==> config.mk <==
export PLATFORM = sky130hd
export DESIGN_NAME = tap_controller_flat
export DESIGN_NICKNAME = d
export VERILOG_FILES = /design/src/rtl/jtag_pkg.sv /design/src/rtl/tap_controller_if.sv /design/src/rtl/tap_output_decode.sv /design/src/rtl/tap_controller.sv /design/src/flat_wrapper.sv
export SDC_FILE = /design/constraint.sdc
export NUM_CORES = 1
export LEC_CHECK = 0
export ABC_AREA = 1
export CAP_MARGIN = 40
export CELL_PAD_IN_SITES_DETAIL_PLACEMENT = 1
export CELL_PAD_IN_SITES_GLOBAL_PLACEMENT = 2
export CORE_MARGIN = 4
export CORE_UTILIZATION = 18
export DETAILED_ROUTE_END_ITERATION = 16
export PLACE_DENSITY = 0.71
export SKIP_LAST_GASP = 1
export SYNTH_ARGS = -nofsm -noshare
export SYNTH_HDL_FRONTEND = slang
export SYNTH_SLANG_ARGS = --single-unit
==> constraint.sdc <==
create_clock -name tck -period 1.6 [get_ports tck]
set_input_delay 0.48 -clock tck [delete_from_list [all_inputs] [get_ports tck]]
set_output_delay 0.48 -clock tck [all_outputs]
set_load 0.01 [all_outputs]
==> src/rtl/jtag_pkg.sv <==
// Shared JTAG TAP types: state encoding, reset state and IR-column helper.
package jtag_pkg;

  typedef enum logic [3:0] {
    EXIT2_DR = 4'h0,
    EXIT1_DR = 4'h1,
    SHIFT_DR = 4'h2,
    PAUSE_DR = 4'h3,
    SEL_IR   = 4'h4,
    UPD_DR   = 4'h5,
    CAP_DR   = 4'h6,
    SEL_DR   = 4'h7,
    EXIT2_IR = 4'h8,
    EXIT1_IR = 4'h9,
    SHIFT_IR = 4'hA,
    PAUSE_IR = 4'hB,
    RTI      = 4'hC,
    UPD_IR   = 4'hD,
    CAP_IR   = 4'hE,
    TLR      = 4'hF
  } tap_state_t;

  localparam tap_state_t TAP_RESET_STATE = TLR;

  function automatic logic is_ir_state(input tap_state_t s);
    return (s inside {SEL_IR, CAP_IR, SHIFT_IR, EXIT1_IR, PAUSE_IR, EXIT2_IR, UPD_IR});
  endfunction

endpackage

==> src/rtl/tap_controller_if.sv <==
// TAP control bundle: TMS in, decoded state and strobes out to the IR/DR cells.
interface tap_controller_if;
  import jtag_pkg::*;

  logic       tms;
  tap_state_t state;
  logic       reset_n;
  logic       clock_ir;
  logic       shift_ir;
  logic       update_ir;
  logic       clock_dr;
  logic       shift_dr;
  logic       update_dr;
  logic       select;
  logic       tdo_en;

  modport master (
    output tms,
    input  state, reset_n, clock_ir, shift_ir, update_ir,
    input  clock_dr, shift_dr, update_dr, select, tdo_en
  );

  modport slave (
    input  tms,
    output state, reset_n, clock_ir, shift_ir, update_ir,
    output clock_dr, shift_dr, update_dr, select, tdo_en
  );
endinterface

==> src/rtl/tap_output_decode.sv <==
// Moore decode of the TAP state into IR/DR strobes; purely combinational.
module tap_output_decode
  import jtag_pkg::*;
(
  input  tap_state_t state,
  output logic       reset_n,
  output logic       clock_ir,
  output logic       shift_ir,
  output logic       update_ir,
  output logic       clock_dr,
  output logic       shift_dr,
  output logic       update_dr,
  output logic       select,
  output logic       tdo_en
);

  assign reset_n   = (state != TLR);
  assign clock_ir  = (state == CAP_IR) || (state == SHIFT_IR);
  assign shift_ir  = (state == SHIFT_IR);
  assign update_ir = (state == UPD_IR);
  assign clock_dr  = (state == CAP_DR) || (state == SHIFT_DR);
  assign shift_dr  = (state == SHIFT_DR);
  assign update_dr = (state == UPD_DR);
  assign select    = is_ir_state(state);
  assign tdo_en    = shift_ir | shift_dr;

endmodule

==> src/rtl/tap_controller.sv <==
// IEEE 1149.1 TAP state machine; optional Run-Test/Idle counter under JTAG_IDLE_CNT_EN.
module tap_controller
  import jtag_pkg::*;
#(
  parameter int idle_cnt_width = 16
) (
  input  logic                      tck,
  input  logic                      trst_n,
  tap_controller_if.slave           tap
`ifdef JTAG_IDLE_CNT_EN
  ,
  output logic [idle_cnt_width-1:0] idle_cnt
`endif
);

  tap_state_t state_q, state_d;

  always_ff @(posedge tck or negedge trst_n) begin
    if (!trst_n) state_q <= TAP_RESET_STATE;
    else         state_q <= state_d;
  end

  always_comb begin
    state_d = TAP_RESET_STATE;
    case (state_q)
      TLR:      state_d = tap.tms ? TLR      : RTI;
      RTI:      state_d = tap.tms ? SEL_DR   : RTI;
      SEL_DR:   state_d = tap.tms ? SEL_IR   : CAP_DR;
      CAP_DR:   state_d = tap.tms ? EXIT1_DR : SHIFT_DR;
      SHIFT_DR: state_d = tap.tms ? EXIT1_DR : SHIFT_DR;
      EXIT1_DR: state_d = tap.tms ? UPD_DR   : PAUSE_DR;
      PAUSE_DR: state_d = tap.tms ? EXIT2_DR : PAUSE_DR;
      EXIT2_DR: state_d = tap.tms ? UPD_DR   : SHIFT_DR;
      UPD_DR:   state_d = tap.tms ? SEL_DR   : RTI;
      SEL_IR:   state_d = tap.tms ? TLR      : CAP_IR;
      CAP_IR:   state_d = tap.tms ? EXIT1_IR : SHIFT_IR;
      SHIFT_IR: state_d = tap.tms ? EXIT1_IR : SHIFT_IR;
      EXIT1_IR: state_d = tap.tms ? UPD_IR   : PAUSE_IR;
      PAUSE_IR: state_d = tap.tms ? EXIT2_IR : PAUSE_IR;
      EXIT2_IR: state_d = tap.tms ? UPD_IR   : SHIFT_IR;
      UPD_IR:   state_d = tap.tms ? SEL_DR   : RTI;
      default:  state_d = TAP_RESET_STATE;
    endcase
  end

`ifdef JTAG_IDLE_CNT_EN
  localparam logic [idle_cnt_width-1:0] CNT_ONE = {{(idle_cnt_width-1){1'b0}}, 1'b1};

  logic [idle_cnt_width-1:0] idle_q;

  // Entering RTI restarts the count; staying in RTI counts up to all-ones and sticks.
  always_ff @(posedge tck or negedge trst_n) begin
    if (!trst_n) begin
      idle_q <= '0;
    end else if (state_d == RTI) begin
      if (state_q != RTI)  idle_q <= '0;
      else if (idle_q != '1) idle_q <= idle_q + CNT_ONE;
    end
  end

  assign idle_cnt = idle_q;
`endif

  logic reset_n_w, clock_ir_w, shift_ir_w, update_ir_w;
  logic clock_dr_w, shift_dr_w, update_dr_w, select_w, tdo_en_w;

  tap_output_decode u_decode (
    .state     (state_q),
    .reset_n   (reset_n_w),
    .clock_ir  (clock_ir_w),
    .shift_ir  (shift_ir_w),
    .update_ir (update_ir_w),
    .clock_dr  (clock_dr_w),
    .shift_dr  (shift_dr_w),
    .update_dr (update_dr_w),
    .select    (select_w),
    .tdo_en    (tdo_en_w)
  );

  assign tap.state     = state_q;
  assign tap.reset_n   = reset_n_w;
  assign tap.clock_ir  = clock_ir_w;
  assign tap.shift_ir  = shift_ir_w;
  assign tap.update_ir = update_ir_w;
  assign tap.clock_dr  = clock_dr_w;
  assign tap.shift_dr  = shift_dr_w;
  assign tap.update_dr = update_dr_w;
  assign tap.select    = select_w;
  assign tap.tdo_en    = tdo_en_w;

endmodule

==> src/flat_wrapper.sv <==
// flat-port wrapper written by rule: the top's interface ports become plain ports
module tap_controller_flat import jtag_pkg::*;
#(
  parameter int idle_cnt_width = 16
)
  (tck, trst_n, tap_tms, tap_state, tap_reset_n, tap_clock_ir, tap_shift_ir, tap_update_ir, tap_clock_dr, tap_shift_dr, tap_update_dr, tap_select, tap_tdo_en);
  tap_controller_if tap_i ();
  input  logic tck;
  input  logic trst_n;
  input wire logic [$bits(tap_i.tms)-1:0] tap_tms;
  output wire logic [$bits(tap_i.state)-1:0] tap_state;
  output wire logic [$bits(tap_i.reset_n)-1:0] tap_reset_n;
  output wire logic [$bits(tap_i.clock_ir)-1:0] tap_clock_ir;
  output wire logic [$bits(tap_i.shift_ir)-1:0] tap_shift_ir;
  output wire logic [$bits(tap_i.update_ir)-1:0] tap_update_ir;
  output wire logic [$bits(tap_i.clock_dr)-1:0] tap_clock_dr;
  output wire logic [$bits(tap_i.shift_dr)-1:0] tap_shift_dr;
  output wire logic [$bits(tap_i.update_dr)-1:0] tap_update_dr;
  output wire logic [$bits(tap_i.select)-1:0] tap_select;
  output wire logic [$bits(tap_i.tdo_en)-1:0] tap_tdo_en;
  assign tap_i.tms = tap_tms;
  assign tap_state = tap_i.state;
  assign tap_reset_n = tap_i.reset_n;
  assign tap_clock_ir = tap_i.clock_ir;
  assign tap_shift_ir = tap_i.shift_ir;
  assign tap_update_ir = tap_i.update_ir;
  assign tap_clock_dr = tap_i.clock_dr;
  assign tap_shift_dr = tap_i.shift_dr;
  assign tap_update_dr = tap_i.update_dr;
  assign tap_select = tap_i.select;
  assign tap_tdo_en = tap_i.tdo_en;
  tap_controller #(.idle_cnt_width(idle_cnt_width)) u_core (.tck(tck), .trst_n(trst_n), .tap(tap_i));
endmodule
==> results.json <==
{
  "outcome": "complete, but fails checks",
  "violations": "negative setup slack",
  "cts-root-buf": "clkbuf_4",
  "postCtsHoldBufs": 0,
  "syn-cell-area_um2": 357,
  "die_w_um": 52.5,
  "clkLatencyLatePin_ns": 0.24,
  "hold_viol_final": 0,
  "max_cap_violations": 0,
  "wl_per_cell_um": 12.4,
  "syn2layout_area_growth_pct": 139,
  "mostFrequentLayoutCell": "buf_4",
  "synth_cells": 58,
  "fin_crit_sh": 1.15,
  "cts_buffer_depth": 2,
  "netlist-cell-type-count": 15,
  "hold_class": "in2async",
  "clock-sinks": 4,
  "required_ns": 1.12,
  "io_buffer_count": 15,
  "gp_congestion": 0.720,
  "grt_pass1_wl_mm": 2.35,
  "die_area_um2": 2760,
  "synth-seq-area-share": 0.295,
  "leakagePower_nw": 0.442,
  "io_pins": 16,
  "r2r_slack_ns": 0.25,
  "rows": 15,
  "cp-start-kind": "register",
  "cp_max_fo": 4,
  "tightest_slew_ns": 0.189,
  "ir_drop_uv": 1180,
  "cts_buffers": 3,
  "pwr_density_cell_nw_per_um2": 2310,
  "vias": 546,
  "ys_seq_elements": 4,
  "synth_nets": 61,
  "antenna_found_initial": 0,
  "fin_skew_ns": 0.00805,
  "antenna_cells": 0,
  "htreeDepth": 1,
  "postLayoutCellArea_um2": 851,
  "coreArea_um2": 1800,
  "fmax_mhz": 544,
  "drv_slew": 0,
  "avgSynthCellArea_um2": 6.15,
  "drc": 0,
  "cp_data_arrival_time_ns": 1.36,
  "yosys_warnings": 0,
  "cts_tree": "yes",
  "final.setup.tns_ns": -1.36,
  "dpl_cell_area_um2": 676,
  "min_period_ns": 1.84,
  "dp.final_hpwl_mm": 1.14,
  "final_nets": 110,
  "gr-total-overflow": 0,
  "firstDrtPassIters": 2,
  "cts.reportedPaths.clkPinSlew_ns": 0.04,
  "drt_iter0_drc": 2,
  "grt_max_degree": 7,
  "worst_slack_ns": -0.238,
  "largest_register_ffs": 4,
  "grt_usage": 0.118,
  "die_y_um": 52.5,
  "via_per_inst": 4.20,
  "routed_wl_mm": 1.61,
  "rsz0062_at_grt": "true",
  "relSlewSlack": 0.873,
  "drive_above_1_share": 0.686,
  "drtAntennaViolNets": 0,
  "grt_pass1_vias": 548,
  "final_cell_mix": "buf_4 (23), buf_6 (12), nand2_1 (10)",
  "setup.worst_path.class": "reg2out",
  "setup_viol": 10,
  "initial_core_util": 0.198,
  "end_kind": "output pin"
}
synth_stat cells:
| master | n | share of area |
|---|---|---|
| a21oi_1 | 2 | 0.028 |
| buf_4 | 1 | 0.021 |
| dfstp_2 | 4 | 0.29 |
| inv_1 | 5 | 0.053 |
| inv_2 | 2 | 0.021 |
| nand2_1 | 12 | 0.13 |
| nand2_2 | 3 | 0.053 |
| nand3_1 | 7 | 0.098 |
| nand3b_1 | 2 | 0.042 |
| nand4_1 | 1 | 0.018 |
| nor2_1 | 11 | 0.12 |
| nor2_2 | 3 | 0.053 |
| nor3_1 | 3 | 0.042 |
| o211ai_1 | 1 | 0.021 |
| o21ai_0 | 1 | 0.014 |
cells by family after synthesis:
logic type,count (synthesis),synth area share
AOI/OAI and AO/OA,4,0.0632
DFF,4,0.295
and+or+nand+nor,42,0.547
buffers and inverters,8,0.0948
per-stage QoR:
step,worst slack [ns],hold slack (ns),cells,util,total power [mW]
2_1_floorplan,0.0138,0.332,58,-,0.744
3_3_place_gp,-0.383,0.693,116,0.375,1.42
3_5_place_dp,-0.421,0.709,116,0.375,1.43
4_1_cts,-0.246,0.655,125,0.408,1.67
5_1_grt,-0.312,0.667,130,0.472,2.14
6_report,-0.238,0.651,130,0.472,1.97
area by class of cell:
cell class,instances,area [um^2]
timing repair buffer,45,374
clock buffer,3,22.5
sequential,4,105
fill,239,951
tap,25,31.3
inverter,7,28.8
multi-input combinational,46,289
critical path: stages (launching register included):
cell	delay [ns]
dfstp_2	0.57
buf_6	0.11
nor2_2	0.05
a21oi_4	0.14
o211ai_1	0.10
buf_2	0.15
where the power goes:
group          internal, mW  leakage (nW)  switching, mW
Sequential            0.196        0.0420         0.0623
Combinational         0.824         0.386          0.759
Clock                0.0839        0.0138         0.0424
Total                  1.10         0.442          0.863
final timing paths:
kind,startpoint,end,cells past startpoint
setup / recovery,u_core.tap.state[2],tap_select,5
hold / removal,trst_n,u_core.tap.state[3],1
setup reg to reg,u_core.tap.state[1],u_core.tap.state[1],8
hold reg to reg,u_core.tap.state[0],u_core.tap.state[2],3
max in group asynchronous,trst_n,u_core.tap.state[0],1
min in group tck,u_core.tap.state[0],u_core.tap.state[2],3
repair_timing:
item,CTS,global route
endpoints found under the setup margin,13,13
setup buffers,6,6
pin swaps,3,7
gates resized for setup,57,27
per-layer routing:
layer	wire length (um)	track usage	part of all wire	up-vias
met1	645	0.131	0.40	244
met5	0	0	0	-
met2	853	0.207	0.53	20
li1	-	-	-	280
met3	94	0.0427	0.058	2
met4	14	0.0383	0.0087	0
(Power assumes the default switching activity.)
